<file path="src/rtl/axis_flit_ejector.sv">
// axis_flit_ejector: router output-port ejection endpoint on clk_noc.
// Buffers credit-flow-controlled flits, returns one credit per popped flit and
// packs SERIALIZATION_FACTOR flits into one AXI-Stream beat (flit 0 in LSBs).
// Optional macro FLIT_EJECT_OVERFLOW_CHECK_EN enables the sticky err_overflow
// flag; without it err_overflow is tied low.
//
// Handshake: a beat transfers on a rising edge where axis_out_tvalid and
// axis_out_tready are both high; once tvalid is raised the beat fields hold
// steady and tvalid stays high until that transfer happens.
module axis_flit_ejector #(
  parameter int TDATA_WIDTH          = 32,
  parameter int TID_WIDTH            = 2,
  parameter int TDEST_WIDTH          = 2,
  parameter int SERIALIZATION_FACTOR = 1,
  parameter int FLIT_BUFFER_DEPTH    = 4,
  parameter int FLIT_WIDTH           = TDATA_WIDTH / SERIALIZATION_FACTOR,
  parameter int DEST_WIDTH           = TID_WIDTH + TDEST_WIDTH
) (
  input  logic                   clk_noc,
  input  logic                   rst_n,
  input  logic [FLIT_WIDTH-1:0]  data_in,
  input  logic [DEST_WIDTH-1:0]  dest_in,
  input  logic                   is_tail_in,
  input  logic                   send_in,
  output logic                   credit_out,
  output logic                   axis_out_tvalid,
  input  logic                   axis_out_tready,
  output logic [TDATA_WIDTH-1:0] axis_out_tdata,
  output logic                   axis_out_tlast,
  output logic [TID_WIDTH-1:0]   axis_out_tid,
  output logic [TDEST_WIDTH-1:0] axis_out_tdest,
  output logic                   err_overflow
);

  localparam int ENTRY_W = FLIT_WIDTH + DEST_WIDTH + 1;
  localparam int PTR_W   = (FLIT_BUFFER_DEPTH > 1) ? $clog2(FLIT_BUFFER_DEPTH) : 1;
  localparam int IDX_W   = (SERIALIZATION_FACTOR > 1) ? $clog2(SERIALIZATION_FACTOR) : 1;
  localparam logic [PTR_W:0]   DEPTH_C  = (PTR_W+1)'(FLIT_BUFFER_DEPTH);
  localparam logic [IDX_W-1:0] LAST_IDX = IDX_W'(SERIALIZATION_FACTOR - 1);

  logic [ENTRY_W-1:0]     mem [FLIT_BUFFER_DEPTH];
  logic [PTR_W-1:0]       wr_ptr;
  logic [PTR_W-1:0]       rd_ptr;
  logic [PTR_W:0]         count;
  logic [IDX_W-1:0]       idx;
  logic [TDATA_WIDTH-1:0] asm_data;
  logic [TDATA_WIDTH-1:0] beat_next;
  logic [ENTRY_W-1:0]     head;
  logic [FLIT_WIDTH-1:0]  head_data;
  logic [DEST_WIDTH-1:0]  head_dest;
  logic                   head_tail;
  logic                   empty;
  logic                   full;
  logic                   completes;
  logic                   pop;
  logic                   push;

  assign empty     = (count == '0);
  assign full      = (count == DEPTH_C);
  assign head      = mem[rd_ptr];
  assign head_data = head[ENTRY_W-1 -: FLIT_WIDTH];
  assign head_dest = head[DEST_WIDTH:1];
  assign head_tail = head[0];

  // The head flit finishes a beat if it fills the last slot or ends the packet;
  // such a flit may only leave the FIFO when the holding register can take it.
  assign completes = (idx == LAST_IDX) || head_tail;
  assign pop  = !empty && (!completes || !axis_out_tvalid || axis_out_tready);
  assign push = send_in && (!full || pop);

  // Merge the head flit into its slot of the beat being assembled.
  always_comb begin
    beat_next = asm_data;
    for (int k = 0; k < SERIALIZATION_FACTOR; k++) begin
      if (idx == IDX_W'(k)) beat_next[k*FLIT_WIDTH +: FLIT_WIDTH] = head_data;
    end
  end

  // Flit storage: payload array carries no reset, only pointers do.
  always_ff @(posedge clk_noc) begin
    if (push) mem[wr_ptr] <= {data_in, dest_in, is_tail_in};
  end

  // FIFO pointers and occupancy.
  always_ff @(posedge clk_noc or negedge rst_n) begin
    if (!rst_n) begin
      wr_ptr <= '0;
      rd_ptr <= '0;
      count  <= '0;
    end else begin
      if (push) wr_ptr <= wr_ptr + PTR_W'(1);
      if (pop)  rd_ptr <= rd_ptr + PTR_W'(1);
      case ({push, pop})
        2'b10:   count <= count + (PTR_W+1)'(1);
        2'b01:   count <= count - (PTR_W+1)'(1);
        default: count <= count;
      endcase
    end
  end

  // Beat assembly, output holding register and credit return.
  always_ff @(posedge clk_noc or negedge rst_n) begin
    if (!rst_n) begin
      idx             <= '0;
      asm_data        <= '0;
      axis_out_tvalid <= 1'b0;
      axis_out_tdata  <= '0;
      axis_out_tlast  <= 1'b0;
      axis_out_tid    <= '0;
      axis_out_tdest  <= '0;
      credit_out      <= 1'b0;
    end else begin
      credit_out <= pop;
      if (axis_out_tvalid && axis_out_tready) axis_out_tvalid <= 1'b0;
      if (pop) begin
        if (completes) begin
          idx             <= '0;
          asm_data        <= '0;
          axis_out_tvalid <= 1'b1;
          axis_out_tdata  <= beat_next;
          axis_out_tlast  <= head_tail;
          axis_out_tid    <= head_dest[DEST_WIDTH-1:TDEST_WIDTH];
          axis_out_tdest  <= head_dest[TDEST_WIDTH-1:0];
        end else begin
          idx      <= idx + IDX_W'(1);
          asm_data <= beat_next;
        end
      end
    end
  end

`ifdef FLIT_EJECT_OVERFLOW_CHECK_EN
  logic overflow_attempt;
  assign overflow_attempt = send_in && full && !pop;

  // Sticky flag for a sender that ignored its credit count.
  always_ff @(posedge clk_noc or negedge rst_n) begin
    if (!rst_n)                err_overflow <= 1'b0;
    else if (overflow_attempt) err_overflow <= 1'b1;
  end
`else
  assign err_overflow = 1'b0;
`endif

endmodule

</file>
<file path="config.mk">
export PLATFORM = sky130hd
export DESIGN_NAME = axis_flit_ejector
export DESIGN_NICKNAME = d
export VERILOG_FILES = /design/src/rtl/axis_flit_ejector.sv
export SDC_FILE = /design/constraint.sdc
export NUM_CORES = 1
export LEC_CHECK = 0
export CORE_MARGIN = 2
export CORE_UTILIZATION = 50
export DETAILED_ROUTE_END_ITERATION = 8
export PLACE_DENSITY = 0.71
export SETUP_SLACK_MARGIN = 0.4
export SYNTH_ARGS = -nofsm -noshare
export SYNTH_HDL_FRONTEND = slang
export SYNTH_SLANG_ARGS = --single-unit
</file>
<file path="constraint.sdc">
create_clock -name clk_noc -period 3.95 [get_ports clk_noc]
set_input_delay 0.395 -clock clk_noc [delete_from_list [all_inputs] [get_ports clk_noc]]
set_output_delay 0.395 -clock clk_noc [all_outputs]
set_load 0.02 [all_outputs]
</file>
==> results of run 1 <==
registers in the layout (all words and copies together) (netlist names):
| signal | flops |
|---|---|
| axis_out_tid | 2 |
| mem | 148 |
| wr_ptr | 2 |
| credit_out | 1 |
| idx | 1 |
| count | 3 |
| axis_out_tlast | 1 |
| rd_ptr | 2 |
| axis_out_tdata | 32 |
| asm_data | 32 |
| axis_out_tdest | 2 |
| axis_out_tvalid | 1 |
through the flow:
stage	cell area, um2	worst slack (ns)	hold WS, ns
final	10500	0.969	0.0553
after global routing	10500	0.763	0.142
after CTS	10500	0.930	0.0950
after detailed placement	9670	0.947	0.486
after global placement	9670	1.05	0.481
after floorplan	8680	1.32	0.0994
power breakdown:
part / total, mW / switching (mW) / internal (mW)
registers: 3.38 / 0.268 / 3.11
clock network: 2.36 / 0.908 / 1.45
logic: 2.30 / 1.21 / 1.09
layout by cell type, fill, tap and decap left out, drive strengths merged:
cell type      count
edfxtp           148
dfrtp             79
clkdlybuf4s50     78
mux4              36
nor2b             34
nor2              34
mux2i             33
a21oi             32
clkbuf            26
buf               10
clkinv             9
mux2               7
inv                6
nand2              5
nand2b             5
bufinv             5
and2               4
ha                 4
clkinvlp           4
o21ai              4
o22ai              3
xnor2              3
xor2               2
o31a               2
nor3               2
o221ai             1
o21a               1
or2                1
a31oi              1
a32o               1
a2bb2oi            1
a311o              1
o211ai             1
fa                 1
conb               1
worst min path at each step:
| stage | startpoint | endpoint | slack [ns] | cells after the start |
|---|---|---|---|---|
| 6_report | rst_n | asm_data[7] | 0.06 | 1 |
| 5_1_grt | rst_n | axis_out_tdata[7] | 0.14 | 1 |
| 4_1_cts | rst_n | asm_data[7] | 0.09 | 1 |
| 3_5_place_dp | asm_data[20] | asm_data[20] | 0.49 | 1 |
| 3_3_place_gp | asm_data[29] | asm_data[29] | 0.48 | 1 |
| 2_1_floorplan | rst_n | asm_data[0] | 0.1 | 0 |
layout make-up:
class,count,area [um2]
Fill cell,1224,6600
Sequential cell,227,6420
Inverter,6,22.5
Multi-Input combinational cell,220,2080
Timing Repair Buffer,88,856
Clock buffer,26,608
Tap cell,225,282
Clock inverter,18,241
worst max-delay path, cell delays in order (launching register included):
cell and delay (ns):
dfrtp_2 0.73, nand2_1 0.21, o221ai_4 0.37, o21a_1 0.32
and2_2 0.64, buf_4 0.37
routing by layer:
layer	track usage, %	vias up	part of all wire (%)
met5	0	-	0
met4	4.46	0	1.5
met3	2.88	21	3.8
met2	31.8	97	52
met1	24.1	2227	43
li1	-	1980	-
cells by family after synthesis:
| logic type | after synthesis | share of synthesized area, % |
|---|---|---|
| compound gates | 48 | 3.39 |
| other cells | 1 | 0.0432 |
| fa+ha+maj | 5 | 0.808 |
| xor+xnor | 5 | 0.505 |
| flops | 227 | 74.0 |
| simple gates | 85 | 5.03 |
| mux | 76 | 14.1 |
| buf+inv | 34 | 2.11 |
==> impl_metrics.yaml, run 1 <==
global_route:
  grt_pass1_wl_um: 25600
  grt_usage_pct: 18.2
  grt_pass1_vias: 4689
  grt_start_max_net_pins: 80
  grt-ovfl-total: 0
  antenna_found_initial: 0
power:
  ir_worst_vdd_mv: 0.483
  powerDensity_nw_per_um2: 764
  leakagePower_nw: 3.75
  design_power_total_mw: 8.04
sta:
  fmax_mhz: 335
  finClkSkew_ns: 0.0263
  rsz0062_at_grt: "no"
  slew_headroom_pct: 32.2
  min_period_over_period_pct: 75.5
  worstMarginPinSlew_ns: 1.02
  finalSetupTns_ns: 0
  setup_viol: 0
  finalCriticalPeriod_ns: 2.98
  hold_viol: 0
  slew_viol_final: 0
synth:
  synth_async_sr_flop_share_pct: 34.8
  syn_area_per_cell_um2: 18.0
  syn_area_um2: 8680
  ys.flop_type: "edfxtp_1"
  ys_types: 37
  ys_top_cells_by_area: "edfxtp_1 51%, dfrtp_1 23%, mux4_2 9.3%, mux2i_1 3.8%, nor2b_1 2.5%"
  synth_largest_area_cell: "edfxtp_1"
  synth.top_cell.area_share_pct: 51.2
  yosysSeqAreaShare_pct: 74.0
  yosys_warnings: 0
  synth_common_cells: "148 x edfxtp_1, 79 x dfrtp_1, 36 x mux4_2, 34 x nor2_1, 34 x nor2b_1"
  syn-instance-count: 481
  synth.most_common_cell: "edfxtp_1"
  synth_edf_count: 148
  synth.net_count: 527
  synth_seq_cells: 227
status:
  status: "finished, final reports clean"
clock_tree:
  cts_buffer_depth: 3
  postCtsHoldBufs: 0
  h-tree-depth: 1
  cts_setup_buffers: 0
  cts.sinks: 227
  cts_tree: "yes"
  clkLatencyLatePin_ns: 0.52
  cts-root-buf: "clkbuf_16"
  cts_resized: 0
  clk_pin_slew_worst_paths_ns: 0.06
  numCtsBuffers: 24
placed_design:
  port_buffers: 79
  gp_congestion: 0.721
  placed_cells: 766
  dpl.hpwl_um: 9630
detailed_routing:
  drt_first_pass_iters: 4
  wl_per_cell_um: 19.8
  vias: 4325
  dr.first_iter.drc_count: 257
  drcViolationCount: 0
  ant_nets: 0
  viasPerCell: 5.34
  finalWirelength_um: 16000
die:
  die_x_um: 136
  dieArea_um2: 18400
  initial_core_util_pct: 50.7
  ioPinCount: 81
  coreArea_um2: 17100
  rows: 48
  die_h_um: 136
critical_path:
  cp-startpoint: "idx"
  path_class: "flip-flop to flip-flop"
  startpoint_type: "flip-flop"
  crit_path_end: "mem[3][35]"
  ff2ff_path_depth: 5
  reg2reg_to: "mem[3][35]"
  cp.required_ns: 4.13
  worstSetupEndpointType: "flip-flop"
  rr_startpoint: "idx"
  cp_max_fo: 25
  cp_data_arrival_time_ns: 3.16
  rrSetupSlack_ns: 0.97
min_path:
  holdCritPathClass: "input port to async pin"
final_layout:
  nets: 613
  area_growth_pct: 21.2
  instances_no_fill: 810
  drive_gt1_share_pct: 17.6
  antenna_cells: 0
  fin_util_pct: 61.4
run:
  max-cap-violations: 0
Power figures use the tool's default switching activity.
==> run 2: changes to the inputs <==
Settings changed: PLACE_DENSITY 0.71 to 0.74.
Clock period 3.95 ns to 2.6 ns, I/O delays scaled along.
==> impl_metrics.yaml, run 2 (synthesis results as in run 1) <==
global_route:
  grt_usage_pct: 17.9
  antenna_found_initial: 0
  grt-ovfl-total: 0
  grt_pass1_wl_um: 25100
  grt_start_max_net_pins: 60
  grt_pass1_vias: 4672
sta:
  slew_headroom_pct: 64.4
  setup_viol: 0
  finClkSkew_ns: 0.0143
  finalCriticalPeriod_ns: 2.17
  rsz0062_at_grt: "yes"
  finalSetupTns_ns: 0
  slew_viol_final: 0
  worstMarginPinSlew_ns: 0.533
  min_period_over_period_pct: 83.3
  hold_viol: 0
  fmax_mhz: 462
clock_tree:
  cts-root-buf: "clkbuf_16"
  h-tree-depth: 1
  numCtsBuffers: 23
  cts_buffer_depth: 3
  cts.sinks: 227
  cts_tree: "yes"
  clk_pin_slew_worst_paths_ns: 0.06
  clkLatencyLatePin_ns: 0.50
min_path:
  holdCritPathClass: "input port to async pin"
final_layout:
  fillers: 1212
  multiInputGateArea_um2: 2100
  layout_commonest_cell: "edfxtp_1"
  nets: 624
  reg_top3: "mem (148), asm_data (32), axis_out_tdata (32)"
  design_area_um2: 10600
  area.sequential_um2: 6420
  drive_gt1_share_pct: 18.2
  largest_reg_flops: 148
  top_register: "mem"
  antenna_cells: 0
  area_growth_pct: 22.0
  final_cell_mix: "148 x edfxtp_1, 78 x clkdlybuf4s50_1, 76 x dfrtp_1, 36 x mux4_2"
detailed_routing:
  wl_per_cell_um: 19.0
  finalWirelength_um: 15600
  vias: 4326
  drcViolationCount: 0
  drt_first_pass_iters: 4
  dr.first_iter.drc_count: 297
  ant_nets: 0
  viasPerCell: 5.29
power:
  ir_worst_vdd_mv: 0.646
  powerDensity_nw_per_um2: 1120
  clock_power_share_pct: 25.9
  leakagePower_nw: 3.79
  p_int_mw: 8.37
  p_comb_share_pct: 31.5
  seq_power_share_pct: 42.6
  p_sw_mw: 3.50
  swShare_pct: 29.5
critical_path:
  crit_chain: "mux2_4 -> o221ai_4 -> nand2_2 -> fa_2 -> nand2b_4 -> o31a_1 -> mux2_2"
  path_class: "flip-flop to flip-flop"
  cp_slowest_cell: "dfrtp_2"
  worstSetupEndpointType: "flip-flop"
  cp.required_ns: 2.98
  max_stage_delay_ns: 0.43
  cp_max_fo: 4
  startpoint_type: "flip-flop"
  cp_data_arrival_time_ns: 2.55
  cp-startpoint: "rd_ptr[1]"
  rr_startpoint: "rd_ptr[1]"
die:
  ioPinCount: 81
  die_h_um: 136
  initial_core_util_pct: 50.7
  rows: 48
  dieArea_um2: 18400
  coreArea_um2: 17100
  die_x_um: 136
run:
  max-cap-violations: 0
placed_design:
  placement.cell_area_um2: 9860
  dpl.hpwl_um: 9980
  gp_congestion: 0.809
  port_buffers: 79
status:
  status: "finished, final reports clean"
run 2: cell types whose count changed in the layout (fill, tap and decap cells not counted), moves of 3 or more:
| cell | change |
|---|---|
| buf_12 | +8 |
| buf_4 | +3 |
| bufinv_16 | -4 |
| clkbuf_1 | +7 |
| clkinvlp_4 | -4 |
run 2: per-stage QoR:
stage	hold WS [ns]	setup slack [ns]	utilization (%)	instances	power [mW]
floorplan	-0.0356	0.376	-	481	7.48
global placement	0.273	0.282	57.6	777	8.77
detailed placement	0.276	0.230	57.6	777	8.90
CTS	0.297	0.401	61.8	818	12.0
global route	0.321	0.368	61.8	818	12.5
finish	0.286	0.434	61.8	818	11.9
run 2: final timing paths:
check                                endpoint  slack (ns)  cells after the start
hold reg to reg                  asm_data[20]        0.50                      1
hold / removal             axis_out_tdata[12]        0.29                      2
max in group asynchronous           rd_ptr[1]        1.70                      3
setup reg to reg                     count[2]        0.43                      7
min in group clk_noc               mem[2][31]        0.40                      1
setup / recovery                     count[2]        0.43                      7
run 2: power groups by stage:
stage / Clock, mW / Combinational [mW] / Sequential (mW)
4_1_cts: 3.16 / 3.81 / 5.07
3_3_place_gp: 0 / 3.70 / 5.07
6_report: 3.08 / 3.74 / 5.06
5_1_grt: 3.30 / 4.07 / 5.14
3_5_place_dp: 0 / 3.78 / 5.12
2_1_floorplan: 0 / 2.08 / 5.40
run 2: layout make-up:
class	instances	area share [%]
multi-input combinational	220	19.8
tap	225	2.66
sequential	227	60.7
inverter	6	0.213
clock buffer	34	6.12
clock inverter	6	0.544
timing repair buffer	100	9.91
run 2: timing repair:
item                       CTS  global route
setup buffers                0             0
gates resized for setup      0             2
hold buffers                 1             0
hold endpoints to repair    38             0
setup endpoints to repair    0            91
run 2: layer usage:
metal  global-route usage (%)  routed length [um]  vias to the layer above  share of wire [%]
li1                         -                   -                     1996                  -
met2                     30.3                7830                      105                 50
met3                     3.22                 824                       25                5.3
met5                        0                   0                        -                  0
met4                     4.98                 336                        0                2.2
met1                     24.0                6590                     2200                 42
run 2: worst max-delay path, delay by kind of cell, from the launching register on:
family | cells | cell delay [ns]
mux | 2 | 0.58
flops | 1 | 0.43
compound gates | 2 | 0.42
fa+ha+maj | 1 | 0.35
simple gates | 2 | 0.25
==> run 3: changes to the inputs <==
Settings changed: PLACE_DENSITY 0.74 to 0.71.
Clock period 2.6 ns to 2.2 ns, I/O delays scaled along.
==> impl_metrics.yaml, run 3 (synthesis results as in run 1) <==
status:
  status: "finished, final reports clean"
global_route:
  grt_pass1_wl_um: 31300
  grt-ovfl-total: 0
  grt_start_max_net_pins: 44
  antenna_found_initial: 0
  grt_pass1_vias: 5175
  grt_usage_pct: 23.3
clock_tree:
  clk_pin_slew_worst_paths_ns: 0.06
  cts.sinks: 227
  cts_tree: "yes"
  clkLatencyLatePin_ns: 0.51
  numCtsBuffers: 24
  cts-root-buf: "clkbuf_16"
  cts_buffer_depth: 3
  h-tree-depth: 1
detailed_routing:
  dr.first_iter.drc_count: 544
  drcViolationCount: 0
  viasPerCell: 5.81
  wl_met1_um: 9020
  maxUsedRoutingLayer: "met4"
  wl_met3_um: 1570
  vias: 5145
  finalWirelength_um: 23800
  wl_per_cell_um: 26.8
  met2_wirelength_um: 12300
  ant_nets: 0
  drt_first_pass_iters: 5
placed_design:
  gp_congestion: 0.751
  dpl.hpwl_um: 9690
  dpl_worst_slack_ns: -0.0174
  port_buffers: 79
final_layout:
  final_cell_mix: "148 x edfxtp_1, 78 x clkdlybuf4s50_1, 76 x dfrtp_1, 36 x mux4_2, 33 x mux2i_1"
  drive_gt1_share_pct: 35.0
  layout_commonest_cell: "edfxtp_1"
  reg_top3: "mem (148), asm_data (32), axis_out_tdata (32)"
  area_growth_pct: 39.9
  largest_reg_flops: 148
  nets: 689
  top_register: "mem"
  antenna_cells: 0
power:
  seq_power_share_pct: 36.4
  leakagePower_nw: 4.44
  swShare_pct: 32.1
  clock_power_share_pct: 23.2
  p_int_mw: 11.5
  design_power_total_mw: 16.9
  p_comb_share_pct: 40.5
  ir_worst_vdd_mv: 0.846
  powerDensity_nw_per_um2: 1390
  p_sw_mw: 5.43
critical_path:
  worstSetupEndpointType: "flip-flop"
  cp.required_ns: 2.60
  path_class: "flip-flop to flip-flop"
  crit_top_cell: "mux2_4"
  crit_chain: "mux2_4 -> o221ai_4 -> nand2_2 -> fa_2 -> nand2b_4 -> o31a_1 -> mux2_4"
  max_stage_delay_ns: 0.44
  startpoint_type: "flip-flop"
  cp_slowest_cell: "dfrtp_2"
  crit_family: "multiplexers"
  cp_max_fo: 3
  cp_data_arrival_time_ns: 2.57
  critPathBufInv: 0
sta:
  min_period_over_period_pct: 98.7
  setup_viol: 0
  slew_headroom_pct: 56.0
  layout_setup_ws_ns: 0.0285
  hold_viol: 0
  fin_hold_ws_ns: 0.253
  fmax_mhz: 461
  finClkSkew_ns: 0.0119
  finalCriticalPeriod_ns: 2.17
  rsz0062_at_grt: "yes"
  slew_viol_final: 0
  finalSetupTns_ns: 0
  worstMarginPinSlew_ns: 0.660
die:
  rows: 48
  ioPinCount: 81
  die_h_um: 136
  die_x_um: 136
  dieArea_um2: 18400
  coreArea_um2: 17100
  initial_core_util_pct: 50.7
min_path:
  holdCritPathClass: "input port to async pin"
run:
  max-cap-violations: 0
-- run 3: cell count changes in the layout (fill, tap and decap cells not counted), sizes merged --
| cell | before | now |
|---|---|---|
| and2 | 4 | 8 |
| buf | 21 | 66 |
| bufbuf | 0 | 8 |
| clkbuf | 34 | 41 |
| clkinv | 5 | 6 |
| clkinvlp | 0 | 1 |
| o21a | 1 | 2 |
-- run 3: per-layer routing --
layer	vias to the layer above	GRT usage, %
met5	-	0
met4	0	8.68
met3	51	4.30
met2	258	39.4
met1	2682	30.6
li1	2154	-
-- run 3: worst paths after layout --
| check | end | slack, ns | cells after the start | from |
|---|---|---|---|---|
| worst max-delay path | count[2] | 0.03 | 7 | rd_ptr[1] |
| max in group asynchronous | rd_ptr[1] | 1.31 | 3 | rst_n |
| min in group clk_noc | mem[3][33] | 0.36 | 1 | data_in[28] |
| worst min register to register | asm_data[9] | 0.50 | 1 | asm_data[9] |
| worst min-delay path | axis_out_tdata[12] | 0.25 | 2 | rst_n |
| worst max register to register | count[2] | 0.03 | 7 | rd_ptr[1] |
-- run 3: power groups by stage --
stage / logic (mW) / clock network, mW / registers (mW)
floorplan: 2.48 / 0 / 6.38
global placement: 4.30 / 0 / 5.99
detailed placement: 4.37 / 0 / 6.06
CTS: 5.68 / 3.91 / 5.99
global route: 7.16 / 4.15 / 6.21
finish: 6.84 / 3.92 / 6.15
-- run 3: cell type report --
| class | count | area [um2] |
|---|---|---|
| clock inverter | 8 | 65.1 |
| fill | 982 | 4980 |
| multi-input combinational | 225 | 2520 |
| sequential | 227 | 6420 |
| tap | 225 | 282 |
| clock buffer | 35 | 693 |
| inverter | 6 | 22.5 |
| timing repair buffer | 159 | 2130 |
-- run 3: stage by stage --
step	cell area [um2]	std cells	utilization (%)
finish	12100	885	70.9
global route	12100	885	70.9
CTS	11400	866	66.9
detailed placement	9740	768	56.9
global placement	9740	768	56.9
floorplan	8700	481	-
-- run 3: repair_timing --
action	CTS	global route
pin swaps	6	6
endpoints found under the hold margin	36	0
setup buffers	37	10
endpoints found under the setup margin	171	225
hold buffers	1	0
gates resized for setup	19	95
cloned	17	9
